`src/rtl/dram_arbiter.sv`:
```
// dram_arbiter: shares the single-port data RAM between the CPU load/store
// port and a DMA/debug port. The CPU has priority. The DMA port uses idle CPU
// slots. After MAX_WAIT lost conflicts, the DMA port gets a stall-protected
// burst window of up to BURST_MAX grants.
module dram_arbiter #(
    parameter int DW        = 32,
    parameter int AW        = 32,
    parameter int MAX_WAIT  = 4,
    parameter int BURST_MAX = 8
) (
    input  logic          clk,
    input  logic          rst,
    input  logic          cpu_req,
    input  logic          cpu_we,
    input  logic [AW-1:0] cpu_addr,
    input  logic [DW-1:0] cpu_wdata,
    output logic [DW-1:0] cpu_rdata,
    output logic          cpu_stall,
    input  logic          dma_req,
    input  logic          dma_we,
    input  logic [AW-1:0] dma_addr,
    input  logic [DW-1:0] dma_wdata,
    output logic          dma_gnt,
    output logic [DW-1:0] dma_rdata,
    output logic          dma_rvalid,
    output logic          ram_we,
    output logic [AW-1:0] ram_addr,
    output logic [DW-1:0] ram_wdata,
    input  logic [DW-1:0] ram_rdata
);

    localparam int WW = $clog2(MAX_WAIT) + 1;
    localparam int BW = $clog2(BURST_MAX) + 1;
    localparam logic [WW-1:0] WAIT_LAST = WW'(MAX_WAIT - 1);
    localparam logic [BW-1:0] BEAT_LAST = BW'(BURST_MAX - 1);

    typedef enum logic {IDLE, DMA_OWN} state_t;

    state_t        state, state_nxt;
    logic [WW-1:0] wait_cnt, wait_nxt;
    logic [BW-1:0] beat_cnt, beat_nxt;

    // The CPU sees the RAM read port directly. Its data is only meaningful
    // while the CPU owns the port.
    assign cpu_rdata = ram_rdata;

    // Arbitration state: FSM, conflict counter and burst beat counter.
    always_ff @(posedge clk) begin
        if (rst) begin
            state    <= IDLE;
            wait_cnt <= '0;
            beat_cnt <= '0;
        end else begin
            state    <= state_nxt;
            wait_cnt <= wait_nxt;
            beat_cnt <= beat_nxt;
        end
    end

    // Next-state logic, grant logic and the RAM port mux.
    always_comb begin
        state_nxt = state;
        wait_nxt  = wait_cnt;
        beat_nxt  = beat_cnt;
        cpu_stall = 1'b0;
        dma_gnt   = 1'b0;
        ram_we    = cpu_req & cpu_we;
        ram_addr  = cpu_addr;
        ram_wdata = cpu_wdata;
        case (state)
            IDLE: begin
                dma_gnt = dma_req & ~cpu_req;
                if (dma_gnt) begin
                    ram_we    = dma_we;
                    ram_addr  = dma_addr;
                    ram_wdata = dma_wdata;
                end
                if (cpu_req && dma_req) begin
                    if (wait_cnt == WAIT_LAST) begin
                        state_nxt = DMA_OWN;
                        wait_nxt  = '0;
                        beat_nxt  = '0;
                    end else begin
                        wait_nxt = wait_cnt + 1'b1;
                    end
                end else begin
                    wait_nxt = '0;
                end
            end
            DMA_OWN: begin
                // The CPU is frozen for the whole window, even when it is idle.
                cpu_stall = 1'b1;
                dma_gnt   = dma_req;
                ram_we    = dma_req & dma_we;
                ram_addr  = dma_addr;
                ram_wdata = dma_wdata;
                wait_nxt  = '0;
                if (!dma_req) begin
                    state_nxt = IDLE;
                end else begin
                    beat_nxt = beat_cnt + 1'b1;
                    if (beat_cnt == BEAT_LAST) state_nxt = IDLE;
                end
            end
            default: state_nxt = IDLE;
        endcase
    end

    // DMA read return: registered one cycle after a read grant.
    always_ff @(posedge clk) begin
        if (rst) begin
            dma_rvalid <= 1'b0;
            dma_rdata  <= '0;
        end else begin
            dma_rvalid <= dma_gnt & ~dma_we;
            if (dma_gnt && !dma_we) dma_rdata <= ram_rdata;
        end
    end

endmodule

```
`config.mk`:
```
export PLATFORM = sky130hd
export DESIGN_NAME = dram_arbiter
export DESIGN_NICKNAME = d
export VERILOG_FILES = /design/src/rtl/dram_arbiter.sv
export SDC_FILE = /design/constraint.sdc
export NUM_CORES = 1
export LEC_CHECK = 0
export BUFFER_PORTS_ARGS = -buffer_cell sky130_fd_sc_hd__buf_2
export CAP_MARGIN = 20
export CORE_AREA = 2 2 116 118
export CTS_CLUSTER_DIAMETER = 100
export DETAILED_ROUTE_END_ITERATION = 10
export DIE_AREA = 0 0 118 120
export PLACE_DENSITY = 0.51
export SYNTH_ARGS = -nofsm -noshare
export SYNTH_HDL_FRONTEND = slang
export SYNTH_SLANG_ARGS = --single-unit
```
`constraint.sdc`:
```
create_clock -name clk -period 4 [get_ports clk]
set_clock_uncertainty 0.1 [all_clocks]
set_input_delay 0.8 -clock clk [delete_from_list [all_inputs] [get_ports clk]]
set_output_delay 0.8 -clock clk [all_outputs]
set_load 0.01 [all_outputs]
```
; ---- Yosys cells after proc, flatten, opt, wreduce, memory -nomap -nowiden
; Index checks and enable logic that the tools add are counted.
[totals]
register_bits = 41
input_bits = 166
elab_cells = 43
[op_classes]
add_sub_neg = 2
eq_ne = 5
mux = 20
bitwise = 7
n_reduce_logical = 4
[ops]
columns = op, n
row1 = 32-bit case mux with 2 select lines, 2
row2 = 32-bit 2-to-1 mux, 2
row3 = 4-bit 2-to-1 mux, 3
row4 = 4-bit case mux with 2 select lines, 1
row5 = 1-bit 2-to-1 mux, 6
row6 = 3-bit 2-to-1 mux, 2
row7 = "2-bit inequality test, second input constant", 3
row8 = 1-bit case mux with 2 select lines, 3
row9 = 3-bit case mux with 2 select lines, 1
row10 = "4-bit by 1-bit adder with 4-bit output, second input constant", 1
row11 = 1-bit AND, 4
row12 = "4-bit by 3-bit == test with 1-bit output, second input constant", 1
row13 = "3-bit by 1-bit adder with 3-bit output, second input constant", 1
row14 = "3-bit by 2-bit == test with 1-bit output, second input constant", 1
row15 = 1-bit NOT, 3
row16 = 3-bit AND reduction, 1
row17 = 1-bit logical AND, 2
row18 = 1-bit logical NOT, 1

; ---- Longest topological paths before layout
; Gate-level depths: netlist of the first run.
[logic_depth]
ltp_word = 4
mapped_depth = 6

; ---- Worst setup path before layout of the first run
; No wires, ideal clock.
[synth_path]
path_kind = input port to output port
start = in cpu_req
end = out ram_wdata[10]
t_arrival_ps = 1707
required_ps = 3100
path_slack_ps = 1393
stages = 4
n_path_buf = 1
cell_sequence = inv_1 > a21oi_4 > buf_6 > mux2_1
[synth_via]
elab_chain_cells = 4
[synth_rtl]
columns = item, line
row1 = from (decl), 13  ; input logic cpu_req,
row2 = 1-bit NOT, 72  ; dma_gnt = dma_req & ~cpu_req;
row3 = 1-bit AND, 72
row4 = 32-bit 2-to-1 mux, 73  ; if (dma_gnt) begin
row5 = 32-bit case mux with 2 select lines, 70  ; case (state)
row6 = to (decl), 28  ; output logic [DW-1:0] ram_wdata,
; Every way passes these cells.

; ---- Worst setup path after layout of the first run
[layout_path]
start = in cpu_req
end = out ram_addr[6]
[layout_via]
elab_chain_cells = 4
[layout_rtl]
columns = item, line
row1 = 1-bit NOT, 72
row2 = 1-bit AND, 72
row3 = 32-bit 2-to-1 mux, 73
row4 = 32-bit case mux with 2 select lines, 70
row5 = to (decl), 27  ; output logic [AW-1:0] ram_addr,
; Every way passes these cells.

==> results of run 1 <==
==> power by group <==
| group | total (uW) | switching (uW) | leakage [uW] | internal [uW] |
|---|---|---|---|---|
| clock | 412 | 177 | 0.0000704 | 235 |
| combinational | 407 | 231 | 0.00174 | 176 |
| sequential | 425 | 5.37 | 0.000333 | 419 |
==> state kept, by name, indices dropped and copies added (netlist names) <==
signal / flops
dma_rvalid: 1
state: 1
wait_cnt: 3
dma_rdata: 32
beat_cnt: 4
==> logic make-up (layout without fill, tap and decap cells) <==
| family | Yosys count | in the layout | synth area share (%) |
|---|---|---|---|
| compound gates | 76 | 76 | 16.3 |
| flops | 41 | 41 | 28.4 |
| other cells | 0 | 2 | 0 |
| simple gates | 52 | 52 | 13.6 |
| fa+ha+maj | 3 | 3 | 1.30 |
| buf+inv | 71 | 318 | 15.5 |
| mux | 64 | 64 | 24.9 |
==> how the worst max path moves through the flow <==
| stage | endpoint | slack, ns | cells after the start |
|---|---|---|---|
| finish | ram_addr[6] | 0.76 | 6 |
| detailed placement | ram_addr[6] | 0.76 | 6 |
| global placement | ram_addr[6] | 0.75 | 6 |
| CTS | ram_addr[6] | 0.76 | 6 |
| global route | ram_addr[6] | 0.68 | 6 |
| floorplan | ram_wdata[10] | 1.39 | 4 |
==> per-layer routing <==
layer	up-vias	GRT usage, %	routed length (um)
met3	16	6.13	1420
met4	2	5.27	394
li1	1604	-	-
met2	198	45.0	9480
met1	1704	33.9	8220
met5	-	0	14
==> Yosys cell counts <==
cell type	number
a21oi_1	36
a21oi_4	1
a31oi_1	1
and3b_1	1
and4b_1	1
buf_2	14
buf_4	32
buf_6	6
clkbuf_1	14
dfxtp_1	41
ha_1	3
inv_1	5
mux2_1	5
mux2_2	59
nand2_1	1
nand2b_1	2
nand3_1	4
nand4b_1	32
nor2_1	4
nor2b_1	2
nor3_1	1
nor4_1	1
o21ai_0	6
o31ai_1	32
or2_2	1
or3_1	2
==> area by class of cell <==
type	count	area share (%)
Antenna cell	2	0.114
Clock buffer	5	2.85
Clock inverter	3	0.570
Inverter	5	0.428
Multi-Input combinational cell	195	37.1
Sequential cell	41	18.7
Tap cell	176	5.02
Timing Repair Buffer	305	35.2
==> metrics by stage <==
stage                     hold slack [ns]  std cells
final                               0.324        732
after global routing                0.344        730
after CTS                           0.327        730
after detailed placement            0.316        722
after global placement              0.306        722
after floorplan                     0.299        307
==> worst max-delay path, cell delays in order <==
cell     delay (ns)
buf_2          0.11
inv_1          0.07
a21oi_4        0.40
buf_4          0.37
mux2_1         0.41
buf_2          0.16
==> results.sh, run 1 <==
export IMPL_post_dp_hpwl_mm=16.8
export IMPL_min_to="wait_cnt[0]"
export IMPL_hold_depth=1
export IMPL_root_buffer="clkbuf_16"
export IMPL_dr_pass1_iters=4
export IMPL_timing_rr_end="wait_cnt[0]"
export IMPL_detail_route_antenna_nets=0
export IMPL_htreeDepth=2
export IMPL_ys_top_cells_by_area="dfxtp_1 (28%), mux2_2 (23%), nand4b_1 (9.7%), buf_4 (8.3%), o31ai_1 (8.3%)"
export IMPL_cts_setup_buffers=0
export IMPL_hold_viol_final=0
export IMPL_multi_input_area_mm2=0.00163
export IMPL_insertion_delay_ns=0.28
export IMPL_ir_drop_uv=184
export IMPL_ctsHoldBuffers=0
export IMPL_fin_ws_ns=0.764
export IMPL_die_w_um=118
export IMPL_cp_max_fo=21
export IMPL_die_h_um=120
export IMPL_grt_pass1_vias=3278
export IMPL_power_density_mw_per_mm2=283
export IMPL_hold_path_class="reg2reg"
export IMPL_p_leak_uw=0.00214
export IMPL_outcome="completed"
export IMPL_routed_wl_mm=19.5
export IMPL_fin_setup_tns_ns=0
export IMPL_syn_avg_cell_area_um2=9.43
export IMPL_reg2reg_depth=4
export IMPL_yosysTopAreaCell="dfxtp_1"
export IMPL_ys_seq_elements=41
export IMPL_areaGrowthSynthToFinish_pct=51.6
export IMPL_num_rows=42
export IMPL_critPathKind="in2out"
export IMPL_synth_area_mm2=0.00289
export IMPL_setup_viol=0
export IMPL_setup_worst_path_start="cpu_req"
export IMPL_core_area_mm2=0.0130
export IMPL_final_cell_mix="buf_2 (297), mux2_2 (59), dfxtp_1 (41), a21oi_1 (36)"
export IMPL_slew_headroom_pct=48.6
export IMPL_cts_tree="yes"
export IMPL_placed_area_mm2=0.00423
export IMPL_route_detailed_wl_per_inst_um=26.7
export IMPL_rsz0062_at_grt="no"
export IMPL_overflow=0
export IMPL_design_die_area_mm2=0.0142
export IMPL_grt_max_degree=66
export IMPL_finalInstanceArea_mm2=0.00439
export IMPL_layout_commonest_cell="buf_2"
export IMPL_io_buffers=297
export IMPL_fin_crit_sh_pct=80.9
export IMPL_synth_top_cell_area_share_pct=28.4
export IMPL_vias=3524
export IMPL_n_fill_cell=1436
export IMPL_period_needed_ns=3.24
export IMPL_rrSetupSlack_ns=2.14
export IMPL_grt_usage_pct=26.3
export IMPL_cts_sink_count=41
export IMPL_r2r_start="state"
export IMPL_numCtsBuffers=5
export IMPL_drive_gt1_share_pct=67.7
export IMPL_io_pins=298
export IMPL_final_util_pct=33.8
export IMPL_crit_path_end_kind="output pin"
export IMPL_synth_nets=476
export IMPL_clk_path_buf_depth=2
export IMPL_synth_warnings=0
export IMPL_worstPathArrival_ns=2.34
export IMPL_max_freq_mhz=309
export IMPL_maxSlewViolCount=0
export IMPL_syn_instance_count=307
export IMPL_min_from="wait_cnt[0]"
export IMPL_initial_core_util_pct=22.3
export IMPL_nets=722
export IMPL_path_clk_slew_ns=0.07
export IMPL_gp_congestion=1.01
export IMPL_worst_pin_slew_ns=0.771
export IMPL_pre_cts_slack_ns=0.762
export IMPL_synth_seq_area_share_pct=28.4
export IMPL_crit_path_start_kind="input pin"
export IMPL_first_iter_violations=219
export IMPL_post_cts_resized=0
export IMPL_vias_per_cell=4.81
export IMPL_antenna_found_initial=6
export IMPL_power_uw=1240
export IMPL_synth_cell_types=26
export IMPL_grt_pass1_wl_mm=25.8
export IMPL_drc=0
export IMPL_register_area_um2=821
export IMPL_cp_required_ns=3.10
export IMPL_drv_cap=0
No activity file was read; power rests on OpenSTA's default activity.
==> inputs of run 2 (changes only) <==
--- a/config.mk
+++ b/config.mk
@@ -7,11 +7,11 @@
 export LEC_CHECK = 0
 export BUFFER_PORTS_ARGS = -buffer_cell sky130_fd_sc_hd__buf_2
 export CAP_MARGIN = 20
-export CORE_AREA = 2 2 116 118
+export CORE_AREA = 2 2 115 117
 export CTS_CLUSTER_DIAMETER = 100
 export DETAILED_ROUTE_END_ITERATION = 10
-export DIE_AREA = 0 0 118 120
-export PLACE_DENSITY = 0.51
+export DIE_AREA = 0 0 117 119
+export PLACE_DENSITY = 0.54
 export SYNTH_ARGS = -nofsm -noshare
 export SYNTH_HDL_FRONTEND = slang
 export SYNTH_SLANG_ARGS = --single-unit
==> constraint.sdc (replaced) <==
create_clock -name clk -period 2.6 [get_ports clk]
set_clock_uncertainty 0.1 [all_clocks]
set_input_delay 0.52 -clock clk [delete_from_list [all_inputs] [get_ports clk]]
set_output_delay 0.52 -clock clk [all_outputs]
set_load 0.01 [all_outputs]
==> results.sh, run 2 (same netlist as run 1, synthesis figures left out) <==
export IMPL_outcome="completed"
export IMPL_final_cell_count_no_fill=732
export IMPL_drive_gt1_share_pct=67.2
export IMPL_power_frac_seq_pct=35.7
export IMPL_grt_pass1_wl_mm=19.8
export IMPL_post_dp_hpwl_mm=11.6
export IMPL_largest_register="dma_rdata"
export IMPL_initial_core_util_pct=22.5
export IMPL_root_buffer="clkbuf_16"
export IMPL_core_area_mm2=0.0129
export IMPL_critPathKind="reg2out"
export IMPL_slew_headroom_pct=48.8
export IMPL_p_comb_share_pct=31.1
export IMPL_final_cell_mix="buf_2 (297), mux2_2 (59), dfxtp_1 (41), a21oi_1 (36)"
export IMPL_design_die_area_mm2=0.0139
export IMPL_areaGrowthSynthToFinish_pct=51.8
export IMPL_worst_pin_slew_ns=0.769
export IMPL_p_int_uw=1280
export IMPL_vias=3437
export IMPL_rsz0062_at_grt="no"
export IMPL_numCtsBuffers=5
export IMPL_routed_wl_mm=14.3
export IMPL_cp_max_fo=58
export IMPL_clk_path_buf_depth=2
export IMPL_io_buffers=297
export IMPL_fin_setup_tns_ns=0
export IMPL_cts_tree="yes"
export IMPL_detail_route_antenna_nets=0
export IMPL_drc=0
export IMPL_power_uw=1830
export IMPL_place_inst=723
export IMPL_min_to="wait_cnt[0]"
export IMPL_fin_ws_ns=0.120
export IMPL_largest_reg_flops=32
export IMPL_ctsHoldBuffers=0
export IMPL_top_regs="dma_rdata x32, beat_cnt x4, wait_cnt x3"
export IMPL_io_pins=298
export IMPL_switchingPower_uw=557
export IMPL_timing_rr_end="dma_rdata[4]"
export IMPL_route_detailed_wl_per_inst_um=19.6
export IMPL_gp_congestion=0.960
export IMPL_reg2reg_depth=4
export IMPL_hold_viol_final=0
export IMPL_crit_path_end_kind="output pin"
export IMPL_vias_per_cell=4.70
export IMPL_first_iter_violations=221
export IMPL_worstPathArrival_ns=1.86
export IMPL_insertion_delay_ns=0.28
export IMPL_crit_path_start_kind="flop"
export IMPL_grt_usage_pct=19.2
export IMPL_hold_path_class="reg2reg"
export IMPL_sw_frac_of_total_pct=30.4
export IMPL_fin_crit_sh_pct=95.4
export IMPL_antenna_found_initial=4
export IMPL_path_clk_slew_ns=0.06
export IMPL_cts_sink_count=41
export IMPL_grt_pass1_vias=3341
export IMPL_die_h_um=119
export IMPL_maxSlewViolCount=0
export IMPL_dr_pass1_iters=4
export IMPL_num_rows=42
export IMPL_rrSetupSlack_ns=0.92
export IMPL_max_freq_mhz=403
export IMPL_period_needed_ns=2.48
export IMPL_hold_depth=1
export IMPL_setup_viol=0
export IMPL_layout_commonest_cell="buf_2"
export IMPL_htreeDepth=2
export IMPL_grt_max_degree=59
export IMPL_power_density_mw_per_mm2=417
export IMPL_die_w_um=117
export IMPL_nets=723
export IMPL_pre_cts_slack_ns=0.143
export IMPL_cp_required_ns=1.98
export IMPL_min_from="wait_cnt[0]"
export IMPL_drv_cap=0
export IMPL_clock_power_share_pct=33.2
export IMPL_cts_setup_buffers=0
export IMPL_ir_drop_uv=212
export IMPL_r2r_start="state"
export IMPL_p_leak_uw=0.00215
export IMPL_overflow=0
export IMPL_post_cts_resized=0
==> run 2: layout make-up <==
class / count / area [um^2]
Tap cell: 176 / 220
Timing Repair Buffer: 306 / 1570
Inverter: 5 / 18.8
Multi-Input combinational cell: 195 / 1630
Fill cell: 1384 / 8480
Clock buffer: 8 / 136
Sequential cell: 41 / 821
Antenna cell: 1 / 2.50
==> run 2: through the flow <==
step	cell area, um^2	utilization [%]	hold WS (ns)
2_1_floorplan	2890	-	0.299
3_3_place_gp	4250	33.0	0.306
3_5_place_dp	4250	33.0	0.322
4_1_cts	4390	34.1	0.330
5_1_grt	4390	34.1	0.348
6_report	4390	34.1	0.326
==> run 2: worst max-delay path: stages (launching register included) <==
cell and delay (ns):
dfxtp_1 0.42, a21oi_4 0.20, buf_12 0.29, mux2_2 0.46
buf_2 0.17
==> run 2: power by group through the flow <==
stage | combinational (uW) | sequential, uW | clock (uW)
floorplan | 295 | 676 | 0
finish | 570 | 654 | 609
global route | 609 | 656 | 652
detailed placement | 572 | 668 | 0
global placement | 568 | 668 | 0
CTS | 574 | 655 | 624
==> run 2: worst max-delay path by stage <==
stage            start            end  slack, ns
2_1_floorplan  cpu_req  ram_wdata[10]       0.55
3_3_place_gp   cpu_req   ram_addr[19]       0.16
3_5_place_dp   cpu_req   ram_addr[19]       0.14
4_1_cts          state   ram_addr[19]       0.12
5_1_grt          state   ram_addr[19]       0.03
6_report         state   ram_addr[19]       0.12
==> run 2: metal layers <==
| metal | global-route usage (%) | wire length [um] |
|---|---|---|
| met1 | 23.7 | 5870 |
| met5 | 0 | 12 |
| met3 | 5.45 | 1430 |
| met4 | 6.69 | 416 |
| met2 | 31.6 | 6600 |
==> inputs of run 3 (changes only) <==
--- a/config.mk
+++ b/config.mk
@@ -12,6 +12,7 @@
 export DETAILED_ROUTE_END_ITERATION = 10
 export DIE_AREA = 0 0 117 119
 export PLACE_DENSITY = 0.54
+export REMOVE_ABC_BUFFERS = 1
 export SYNTH_ARGS = -nofsm -noshare
 export SYNTH_HDL_FRONTEND = slang
 export SYNTH_SLANG_ARGS = --single-unit
==> results.sh, run 3 (same netlist as run 1, synthesis figures left out) <==
export IMPL_outcome="completed"
export IMPL_cts_sink_count=41
export IMPL_period_needed_ns=2.35
export IMPL_final_cell_mix="buf_2 (297), mux2_2 (59), dfxtp_1 (41), a21oi_1 (36)"
export IMPL_place_inst=723
export IMPL_layout_commonest_cell="buf_2"
export IMPL_num_rows=42
export IMPL_met3_usage_pct=2.49
export IMPL_root_buffer="clkbuf_16"
export IMPL_hold_path_class="reg2reg"
export IMPL_insertion_delay_ns=0.27
export IMPL_antenna_cells=0
export IMPL_largest_reg_flops=32
export IMPL_first_iter_violations=228
export IMPL_drc=0
export IMPL_largest_register="dma_rdata"
export IMPL_initial_core_util_pct=22.5
export IMPL_critPathMostFrequentCell="buf_2"
export IMPL_grt_busiest_layer="met2"
export IMPL_cts_setup_buffers=0
export IMPL_final_cell_count_no_fill=729
export IMPL_cp_max_fo=64
export IMPL_htreeDepth=2
export IMPL_hold_viol_final=0
export IMPL_drive_gt1_share_pct=67.6
export IMPL_io_buffers=297
export IMPL_critical_path_buf_inv_count=4
export IMPL_crit_path_start_kind="input pin"
export IMPL_grt_pass1_wl_mm=15.7
export IMPL_path_clk_slew_ns=0.05
export IMPL_cp_top_family="buffers and inverters"
export IMPL_critical_path_max_stage_delay_ns=0.38
export IMPL_nets=723
export IMPL_numCtsBuffers=5
export IMPL_vias=3354
export IMPL_routed_wl_mm=10.5
export IMPL_fin_ws_ns=0.250
export IMPL_grt_max_degree=66
export IMPL_critPathKind="in2out"
export IMPL_grt_pass1_vias=3076
export IMPL_antenna_found_initial=0
export IMPL_top_regs="dma_rdata x32, beat_cnt x4, wait_cnt x3"
export IMPL_p_leak_uw=0.00215
export IMPL_dr_pass1_iters=4
export IMPL_core_area_mm2=0.0129
export IMPL_pre_cts_slack_ns=0.255
export IMPL_clk_path_buf_depth=2
export IMPL_timing_hold_ws_ns=0.328
export IMPL_areaGrowthSynthToFinish_pct=51.4
export IMPL_vias_per_cell=4.60
export IMPL_slew_headroom_pct=62.9
export IMPL_overflow=0
export IMPL_fin_setup_tns_ns=0
export IMPL_n_fill_cell=1308
export IMPL_route_detailed_wl_per_inst_um=14.4
export IMPL_setup_viol=0
export IMPL_detail_route_antenna_nets=0
export IMPL_die_h_um=119
export IMPL_worst_pin_slew_ns=0.556
export IMPL_power_density_mw_per_mm2=401
export IMPL_post_dp_hpwl_mm=8.25
export IMPL_maxSlewViolCount=0
export IMPL_cp_required_ns=1.98
export IMPL_worstPathArrival_ns=1.73
export IMPL_grtUsageMet2_pct=24.3
export IMPL_rsz0062_at_grt="no"
export IMPL_crit_chain="buf_2 -> inv_1 -> a21oi_4 -> buf_12 -> mux2_2 -> buf_2"
export IMPL_ctsHoldBuffers=0
export IMPL_design_die_area_mm2=0.0139
export IMPL_power_uw=1760
export IMPL_slowest_stage="mux2_2"
export IMPL_ir_drop_uv=234
export IMPL_gp_congestion=0.872
export IMPL_post_cts_resized=0
export IMPL_multi_input_area_mm2=0.00163
export IMPL_crit_path_end_kind="output pin"
export IMPL_cts_tree="yes"
export IMPL_die_w_um=117
export IMPL_max_freq_mhz=425
export IMPL_drv_cap=0
export IMPL_fin_crit_sh_pct=90.4
export IMPL_use_met1_pct=18.0
export IMPL_register_area_um2=821
export IMPL_io_pins=298
export IMPL_grt_usage_pct=14.0
[run 3: changes by cell type in the layout (fill, tap and decap cells not counted), sizes merged]
cell / before / now
diode: 1 / 0
clkinv: 0 / 1
clkbuf: 8 / 5
[run 3: area by class of cell]
| type | instances | share of cell area (%) |
|---|---|---|
| Clock buffer | 5 | 2.85 |
| Clock inverter | 1 | 0.114 |
| Inverter | 5 | 0.428 |
| Multi-Input combinational cell | 195 | 37.1 |
| Sequential cell | 41 | 18.7 |
| Tap cell | 176 | 5.02 |
| Timing Repair Buffer | 306 | 35.7 |
[run 3: path summary, 6_finish.rpt]
check | to | start | cells after the start | slack [ns]
setup / recovery | ram_wdata[19] | cpu_req | 6 | 0.25
hold / removal | wait_cnt[0] | wait_cnt[0] | 1 | 0.33
setup reg to reg | wait_cnt[2] | state | 5 | 0.87
hold reg to reg | wait_cnt[0] | wait_cnt[0] | 1 | 0.33
[run 3: routing by layer]
layer,vias up,part of all wire [%]
met5,-,0
met4,0,0.88
met3,8,7.1
met2,163,50
met1,1578,42
li1,1605,-
[run 3: through the flow]
step / cell area [um^2] / utilization (%)
floorplan: 2460 / -
global placement: 4250 / 33.0
detailed placement: 4250 / 33.0
CTS: 4380 / 34.0
global route: 4380 / 34.0
finish: 4380 / 34.0
[run 3: power by group]
group / internal [uW] / switching, uW
registers: 646 / 7.95
logic: 271 / 265
clock network: 343 / 226
[run 3: worst reg2reg max path: stages (launching register included)]
cell and delay [ns]:
dfxtp_1 0.33, buf_4 0.17, nand2b_1 0.24, buf_4 0.30, or3_1 0.42, nor2_1 0.11
